==> src/rtl/multiply_pkg.sv <==
// Shared types for the multiplier arbiter and its helpers.
// State encoding, operand pair layout and product width rule.
package multiply_pkg;

  localparam int ARGW_DFLT = 16;

  typedef enum logic [1:0] {
    IDLE,
    ISSUE,
    WAIT,
    RESP
  } state_t;

  typedef logic [1:0][ARGW_DFLT-1:0] pair_t;

  function automatic int resw(input int argw);
    return 2 * argw;
  endfunction

endpackage

==> src/rtl/multiply_arbiter_round_robin.sv <==
// Combinational rotating-priority picker.
// Grants the lowest-index request at or after ptr, wrapping.
module round_robin #(
  parameter int N  = 4,
  parameter int IW = $clog2(N)
) (
  input  logic [N-1:0]  req,
  input  logic [IW-1:0] ptr,
  output logic [N-1:0]  gnt,
  output logic [IW-1:0] idx,
  output logic          any
);

  always_comb begin
    gnt = '0;
    idx = '0;
    any = 1'b0;
    for (int k = 0; k < N; k++) begin
      int          jj;
      logic [IW-1:0] j;
      jj = (int'(ptr) + k) % N;
      j  = IW'(jj);
      if (!any && req[j]) begin
        any    = 1'b1;
        gnt[j] = 1'b1;
        idx    = j;
      end
    end
  end

endmodule

==> src/rtl/multiply_arbiter.sv <==
// Round-robin sharing of one multiplier among REQC requesters.
// One transaction in flight: accept, issue args, wait, respond.
module multiply_arbiter
  import multiply_pkg::*;
#(
  parameter  int ARGW = ARGW_DFLT,
  parameter  int REQC = 4,
  localparam int RESW = resw(ARGW)
) (
  input  logic                           clk,
  input  logic                           rst,
  input  logic [REQC-1:0][2*ARGW-1:0]    req_data,
  input  logic [REQC-1:0]                req_valid,
  output logic [REQC-1:0]                req_ready,
  output logic [RESW-1:0]                rsp_data,
  output logic [REQC-1:0]                rsp_valid,
  input  logic [REQC-1:0]                rsp_ready,
  output logic [1:0][ARGW-1:0]           arg_data,
  output logic [1:0]                     arg_valid,
  input  logic [1:0]                     arg_ready,
  input  logic [RESW-1:0]                res_data,
  input  logic                           res_valid,
  output logic                           res_ready
);

  localparam int IW = $clog2(REQC);

  state_t              state;
  logic [IW-1:0]       ptr;
  logic [IW-1:0]       g;
  logic [1:0]          sent;
  logic [1:0]          sent_nxt;
  logic [1:0][ARGW-1:0] pair;
  logic [RESW-1:0]     prod;

  logic [REQC-1:0]     gnt;
  logic [IW-1:0]       idx;
  logic                any;

  round_robin #(
    .N  (REQC),
    .IW (IW)
  ) u_rr (
    .req (req_valid),
    .ptr (ptr),
    .gnt (gnt),
    .idx (idx),
    .any (any)
  );

  // req_ready is combinational, so mask it while reset is held
  always_comb begin
    req_ready = '0;
    arg_valid = '0;
    res_ready = 1'b0;
    rsp_valid = '0;
    unique case (state)
      IDLE:    req_ready = rst ? gnt : '0;
      ISSUE:   arg_valid = ~sent;
      WAIT:    res_ready = 1'b1;
      RESP:    rsp_valid[g] = 1'b1;
      default: ;
    endcase
  end

  assign sent_nxt = sent | (arg_valid & arg_ready);
  assign arg_data = pair;
  assign rsp_data = prod;

  always_ff @(posedge clk or negedge rst) begin
    if (!rst) begin
      state <= IDLE;
      ptr   <= '0;
      g     <= '0;
      sent  <= '0;
      pair  <= '0;
      prod  <= '0;
    end else begin
      unique case (state)
        IDLE: begin
          if (any) begin
            pair  <= req_data[idx];
            g     <= idx;
            sent  <= '0;
            state <= ISSUE;
          end
        end
        ISSUE: begin
          sent <= sent_nxt;
          if (&sent_nxt) state <= WAIT;
        end
        WAIT: begin
          if (res_valid) begin
            prod  <= res_data;
            state <= RESP;
          end
        end
        RESP: begin
          if (rsp_ready[g]) begin
            ptr   <= (g == IW'(REQC - 1)) ? '0 : g + 1'b1;
            state <= IDLE;
          end
        end
        default: state <= IDLE;
      endcase
    end
  end

endmodule

==> config.mk <==
export PLATFORM = sky130hd
export DESIGN_NAME = multiply_arbiter
export DESIGN_NICKNAME = d
export VERILOG_FILES = /design/src/rtl/multiply_pkg.sv /design/src/rtl/multiply_arbiter_round_robin.sv /design/src/rtl/multiply_arbiter.sv
export SDC_FILE = /design/constraint.sdc
export NUM_CORES = 1
export LEC_CHECK = 0
export CORE_ASPECT_RATIO = 0.8
export CORE_MARGIN = 1
export CORE_UTILIZATION = 30
export CTS_BUF_LIST = sky130_fd_sc_hd__clkbuf_8
export CTS_CLUSTER_SIZE = 24
export DETAILED_ROUTE_END_ITERATION = 8
export PLACE_DENSITY = 0.7
export SLEW_MARGIN = 20
export SYNTH_ARGS = -nofsm -noshare
export SYNTH_HDL_FRONTEND = slang
export SYNTH_HIERARCHICAL = 1
export SYNTH_SLANG_ARGS = --single-unit
==> constraint.sdc <==
create_clock -name clk -period 3.8 [get_ports clk]
set_clock_uncertainty 0.05 [all_clocks]
set_input_delay 0.76 -clock clk [delete_from_list [all_inputs] [get_ports clk]]
set_output_delay 0.76 -clock clk [all_outputs]
set_load 0.02 [all_outputs]
=== Yosys cells after proc, flatten, opt, wreduce, memory -nomap -nowiden ===
Cells that the tools add are included.

* Bits in registers: 72
* Input bits: 173
* Word-level logic and storage cells: 102

* $add $sub $neg: 4
* Magnitude comparators: 11
* Eq/ne operators: 8
* Mux-type cells: 47
* Bitwise logic cells: 6
* Reduce and logical (&&, ||, !) cells: 19

{| class="wikitable"
|+ Operator list
! cell !! number
|-
| binary-select mux 32 bit (select 2 bit) || 1
|-
| 2-to-1 mux 32 bit || 1
|-
| 2-to-1 mux 4 bit || 7
|-
| 2-to-1 mux 2 bit || 11
|-
| < comparator 2 x 3 -> 1 bit, second input constant || 6
|-
| 2-to-1 mux 1 bit || 15
|-
| bitwise OR 4 bit || 3
|-
| binary-select mux 1 bit (select 2 bit) || 5
|-
| demux 1 bit (select 2 bit) || 5
|-
| >= comparator 2 x 1 -> 1 bit, second input constant || 5
|-
| AND reduction 2 bit || 5
|-
| logical AND 1 bit || 8
|-
| != test 2 bit, second input constant || 4
|-
| one-hot mux 2 bit (4 select lines) || 1
|-
| == test 2 bit, second input constant || 3
|-
| adder 2 x 1 -> 2 bit, second input constant || 2
|-
| adder 2 bit, second input constant || 2
|-
| one-hot mux 2 bit (2 select lines) || 1
|-
| AND reduction 4 bit || 1
|-
| zero test 1 bit || 3
|-
| AND 2 bit || 1
|-
| == test 2 x 1 -> 1 bit, second input constant || 1
|-
| zero test 2 bit || 1
|-
| NOT 2 bit || 1
|-
| other kinds (2) || 2
|}

=== Depth between registers and ports, before layout ===
Gate-level depths: netlist of run 1.

* Word-level depth: 14
* Mapped depth: 12

=== Cells and area by module ===
The synthesis of run 1 kept the hierarchy.

{| class="wikitable"
|+ Modules (own cells, without submodules)
! module !! instances !! cells each !! area an instance (um^2) !! sequential area each (um^2)
|-
| multiply_arbiter || 1 || 233 || 3746.1 || 1801.7
|-
| round_robin || 1 || 45 || 421.7 || 0.0
|}

=== Worst setup path after synthesis of run 1 ===
Ideal clock, no wire load.

* Path kind: reg-to-reg
* From: register ptr[0]
* To: register pair, in the netlist arg_data[19]
* Data arrival time: 2.850 ns
* Data required time: 3.625 ns
* Slack: 0.775 ns
* Cell stages (with the launch flop): 13
* Path buffers: 4
* Path through: dfrtp_1 buf_6 inv_1 ha_1 mux4_2 buf_6 and2b_2 o21ai_0 o31ai_1 buf_6 buf_12 mux4_2 mux2_2

* Word-level cells in the longest chain between the ends: 14

{| class="wikitable"
|+ Ends and longest elaborated chain
! item !! line !! source
|-
| start, declared || multiply_arbiter.sv:29 || <nowiki>logic [IW-1:0] ptr;</nowiki>
|-
| start signal, assigned || multiply_arbiter.sv:100 || <nowiki>ptr <= (g == IW'(REQC - 1)) ? '0 : g + 1'b1;</nowiki>
|-
| branches (longest 11 deep; another with adder 2 x 1 -> 2 bit) || - ||
|-
| 2-to-1 mux 2 bit * || multiply_arbiter_round_robin.sv:23 || <nowiki>if (!any && req[j]) begin</nowiki>
|-
| via idx[0] || multiply_arbiter.sv:37 || <nowiki>logic [IW-1:0] idx;</nowiki>
|-
| binary-select mux 32 bit (select 2 bit) * || multiply_arbiter.sv:82 || <nowiki>pair <= req_data[idx];</nowiki>
|-
| 2-to-1 mux 32 bit (implied by the code) * || multiply_arbiter.sv:82 ||
|-
| end signal, assigned || multiply_arbiter.sv:82 ||
|-
| end, declared || multiply_arbiter.sv:33 || <nowiki>logic [1:0][ARGW-1:0] pair;</nowiki>
|}

Mark *: on every way through the listed nets, which the timed path passes. The select of a mux whose other input is x is not followed.
A chain may end at the register's enable or synchronous reset.

=== Worst setup path after layout of run 1 ===
* From: input port req_valid[2]
* To: output port req_ready[3]

* Word-level cells in the longest chain between the ends: 14

{| class="wikitable"
|+ Ends and longest elaborated chain
! item !! line !! source
|-
| start, declared || multiply_arbiter.sv:13 || <nowiki>input logic [REQC-1:0] req_valid,</nowiki>
|-
| binary-select mux 1 bit (select 2 bit) || multiply_arbiter_round_robin.sv:23 ||
|-
| 2-to-1 mux 1 bit (implied by the code) || multiply_arbiter_round_robin.sv:23 ||
|-
| 2-to-1 mux 1 bit || multiply_arbiter_round_robin.sv:23 ||
|-
| zero test 1 bit || multiply_arbiter_round_robin.sv:23 ||
|-
| logical AND 1 bit || multiply_arbiter_round_robin.sv:23 ||
|-
| 2-to-1 mux 1 bit || multiply_arbiter_round_robin.sv:23 ||
|-
| zero test 1 bit || multiply_arbiter_round_robin.sv:23 ||
|-
| logical AND 1 bit || multiply_arbiter_round_robin.sv:23 ||
|-
| 2-to-1 mux 1 bit || multiply_arbiter_round_robin.sv:23 ||
|-
| zero test 1 bit || multiply_arbiter_round_robin.sv:23 ||
|-
| logical AND 1 bit || multiply_arbiter_round_robin.sv:23 ||
|-
| 2-to-1 mux 4 bit * || multiply_arbiter_round_robin.sv:23 ||
|-
| via gnt[3] || multiply_arbiter.sv:36 || <nowiki>logic [REQC-1:0] gnt;</nowiki>
|-
| 2-to-1 mux 4 bit * || multiply_arbiter.sv:58 || <nowiki>IDLE: req_ready = rst ? gnt : '0;</nowiki>
|-
| 2-to-1 mux 4 bit * || multiply_arbiter.sv:57 || <nowiki>unique case (state)</nowiki>
|-
| end, declared || multiply_arbiter.sv:14 || <nowiki>output logic [REQC-1:0] req_ready,</nowiki>
|}

Mark *: on every way through the listed nets, which the timed path passes. The rest lies on a longest branch. The select of a mux whose other input is x is not followed.

==> results of run 1 <==
through the flow:
stage	worst slack (ns)	hold WS, ns	instances	area [um2]	util
4_1_cts	0.0002713	0.4590	720	7067	0.5215
2_1_floorplan	0.7751	0.4144	278	4168	-
3_5_place_dp	-0.2911	0.4415	701	6884	0.5080
6_report	0.08008	0.4550	720	7054	0.5206
3_3_place_gp	-0.1124	0.4372	701	6884	0.5080
5_1_grt	0.03345	0.4710	720	7054	0.5206
sequential cells by signal, indices dropped and copies added, names as in the netlist:
signal and count:
arg_data 32, g 2, ptr 2, rsp_data 32, sent 2, state 2
report_power, final:
part           internal [mW]  leakage, nW  total [mW]  switching (mW)
Combinational           2.34         1.91        4.17            1.82
Sequential              1.18        0.849        1.41           0.235
Clock                  0.231       0.0899       0.523           0.293
Total                   3.75         2.85        6.11            2.35
worst max-delay path, cell delays in order:
cell,delay (ns)
clkdlybuf4s50_1,0.47
mux4_2,0.56
nor4b_4,0.39
buf_4,0.19
buf_4,0.10
a22oi_1,0.05
o21ai_0,0.07
and3_1,0.16
buf_2,0.17
Yosys cell counts, types with 2 or more instances:
cell      number  area, um2
clkbuf_1       2      7.510
mux2i_1        5      50.05
a21oi_1        4      20.02
inv_1          8      30.03
buf_6          3      33.78
nand2b_1       4      25.02
dfrtp_1       72       1802
mux4_2        31      698.2
and2_1         4      25.02
nor2_1         5      18.77
nor2b_1        3      18.77
buf_12         3      60.06
buf_2         10      50.05
a22oi_1        8      60.06
mux2_2        70      788.3
nand2_1        4      15.01
o21ai_0        7      35.03
and3_1         4      25.02
ha_1          13      162.7
nand3_1        2      10.01
mux4_1         5      131.4
area by class of cell:
class	count	area, um2	share of cell area
clock buffers	9	123.9	0.01756
flip-flops and latches	72	1803	0.2556
repair buffers	264	2634	0.3734
multi-input cells	180	2198	0.3116
well taps	180	225.2	0.03193
clock inverters	7	40.04	0.005676
inverters	8	30.03	0.004257
cell families (layout without fill, tap and decap cells):
logic type | after synthesis | in the layout | share of synthesized area
multiplexers | 111 | 111 | 0.4002
flip-flops | 72 | 72 | 0.4323
AND/OR/NAND/NOR | 30 | 30 | 0.04353
AO/OA/AOI/OAI | 26 | 26 | 0.04143
buffers and inverters | 26 | 288 | 0.04353
adder cells (fa/ha/maj) | 13 | 13 | 0.03903
per-layer routing:
metal	global-route usage	routed length, um	up-vias
met1	0.1873	4883	1683
met2	0.3183	6297	183
li1	-	-	1585
met4	0.05925	148	0
met3	0.05932	1114	11
met5	0	0	-
how the worst max path moves through the flow:
stage,from,to,slack [ns],cells after the start
floorplan,ptr[0]$_DFFE_PN0P_,arg_data[19]$_DFFE_PN0P_,0.78,12
global placement,req_valid[0],req_ready[0],-0.11,7
detailed placement,req_valid[0],req_ready[1],-0.29,7
CTS,req_valid[1],req_ready[3],0.0003,9
global route,req_valid[3],req_ready[3],0.03,9
finish,req_valid[2],req_ready[3],0.08,9
repair_timing:
action                                  4_1_cts  5_1_grt
endpoints found under the setup margin        4        3
pin swaps                                     1        1
setup buffers                                 3        0
gates resized for setup                       9        6
hold endpoints to repair                      0        0
==> impl_metrics.tcl, run 1 <==
set metrics [dict create \
    insertedDiodeCount 0 \
    synth_nets 464 \
    cts_buffers 9 \
    dieWidth_um 133.8 \
    p_per_area_nw_per_um2 865.6 \
    synth-seq-cells 72 \
    grt_overflow_total 0 \
    holdCritPathClass "reg2reg" \
    whs_path_depth 1 \
    fin_setup_tns_ns 0 \
    slew_violations 0 \
    grt_max_degree 73 \
    cts_hold_buf 0 \
    timing.rr.end "arg_data[11]$_DFFE_PN0P_" \
    setup_viol_count_final 0 \
    reg2reg_depth 9 \
    dr.pass1.iters 4 \
    cap_violations 0 \
    ys.flop_type "dfrtp_1" \
    avgSynthCellArea_um2 14.99 \
    fillers 1155 \
    start_kind "input port" \
    antenna_found_initial 0 \
    root_buffer "clkbuf_8" \
    min_from "rsp_data[30]$_DFFE_PN0P_" \
    vias 3462 \
    critPathRequiredTime_ns 2.99 \
    wl_per_cell_um 17.28 \
    portBuffers 247 \
    io-pin-count 248 \
    cts_tree "yes" \
    grtUsageTotal 0.1742 \
    worstSetupEndpointType "output port" \
    synth_edf_count 0 \
    crit_type "in2out" \
    syn_inst 278 \
    yosysWarnings 6 \
    drive_gt1_frac 0.2667 \
    period_share 0.9789 \
    dieArea_um2 14370 \
    p_leak_nw 2.847 \
    yosys.cell_types.count 32 \
    arrival_ns 2.91 \
    critical_path.max_fanout 5 \
    drtAntennaViolNets 0 \
    fin_nets 721 \
    yosysSeqAreaShare 0.4323 \
    place_congestion 0.8026 \
    cts_max_level 3 \
    grt_pass1_wl_mm 18.82 \
    syn_area_um2 4168 \
    p_total_mw 6.106 \
    whs_endpoint "rsp_data[30]$_DFFE_PN0P_" \
    finalCriticalPeriod_ns 3.720 \
    grt_pass1_vias 3707 \
    final_cell_mix "clkdlybuf4s50_1, dfrtp_1, mux2_2" \
    synthArstFlopShare 1.000 \
    max_freq_mhz 268.8 \
    max-slew-margin-rel 0.3588 \
    dpl.hpwl_mm 9.642 \
    rows 38 \
    hold_violations 0 \
    drt_wl_total_mm 12.44 \
    clk_pin_slew_worst_paths_ns 0.07 \
    initial_core_util 0.3076 \
    worstSkewPairLatency_ns 0.35 \
    drcViolationCount 0 \
    worstMarginPinSlew_ns 0.9618 \
    clk_path_buf_depth 2 \
    drtIter0Drc 114 \
    ff2ff_setup_slack_ns 0.60 \
    ir_worst_vdd_uv 398.0 \
    core_area_um2 13550 \
    reg2reg_from "ptr[0]$_DFFE_PN0P_" \
    grt_setup_unrepaired "no" \
    die_y_um 107.4 \
    viasPerCell 4.808 \
    status "complete, no violations" \
    layout_commonest_cell "clkdlybuf4s50_1" \
    area_growth_pct 69.26 \
    clock-sinks 72 \
]
Power figures use the tool's default switching activity.
==> run 2, diff against run 1 <==
--- a/config.mk
+++ b/config.mk
@@ -9,7 +9,6 @@
 export CORE_MARGIN = 1
 export CORE_UTILIZATION = 30
 export CTS_BUF_LIST = sky130_fd_sc_hd__clkbuf_8
-export CTS_CLUSTER_SIZE = 24
 export DETAILED_ROUTE_END_ITERATION = 8
 export PLACE_DENSITY = 0.7
 export SLEW_MARGIN = 20
==> results of run 2 <==
No change in the layout: final DEF, timing and power equal those of run 1.
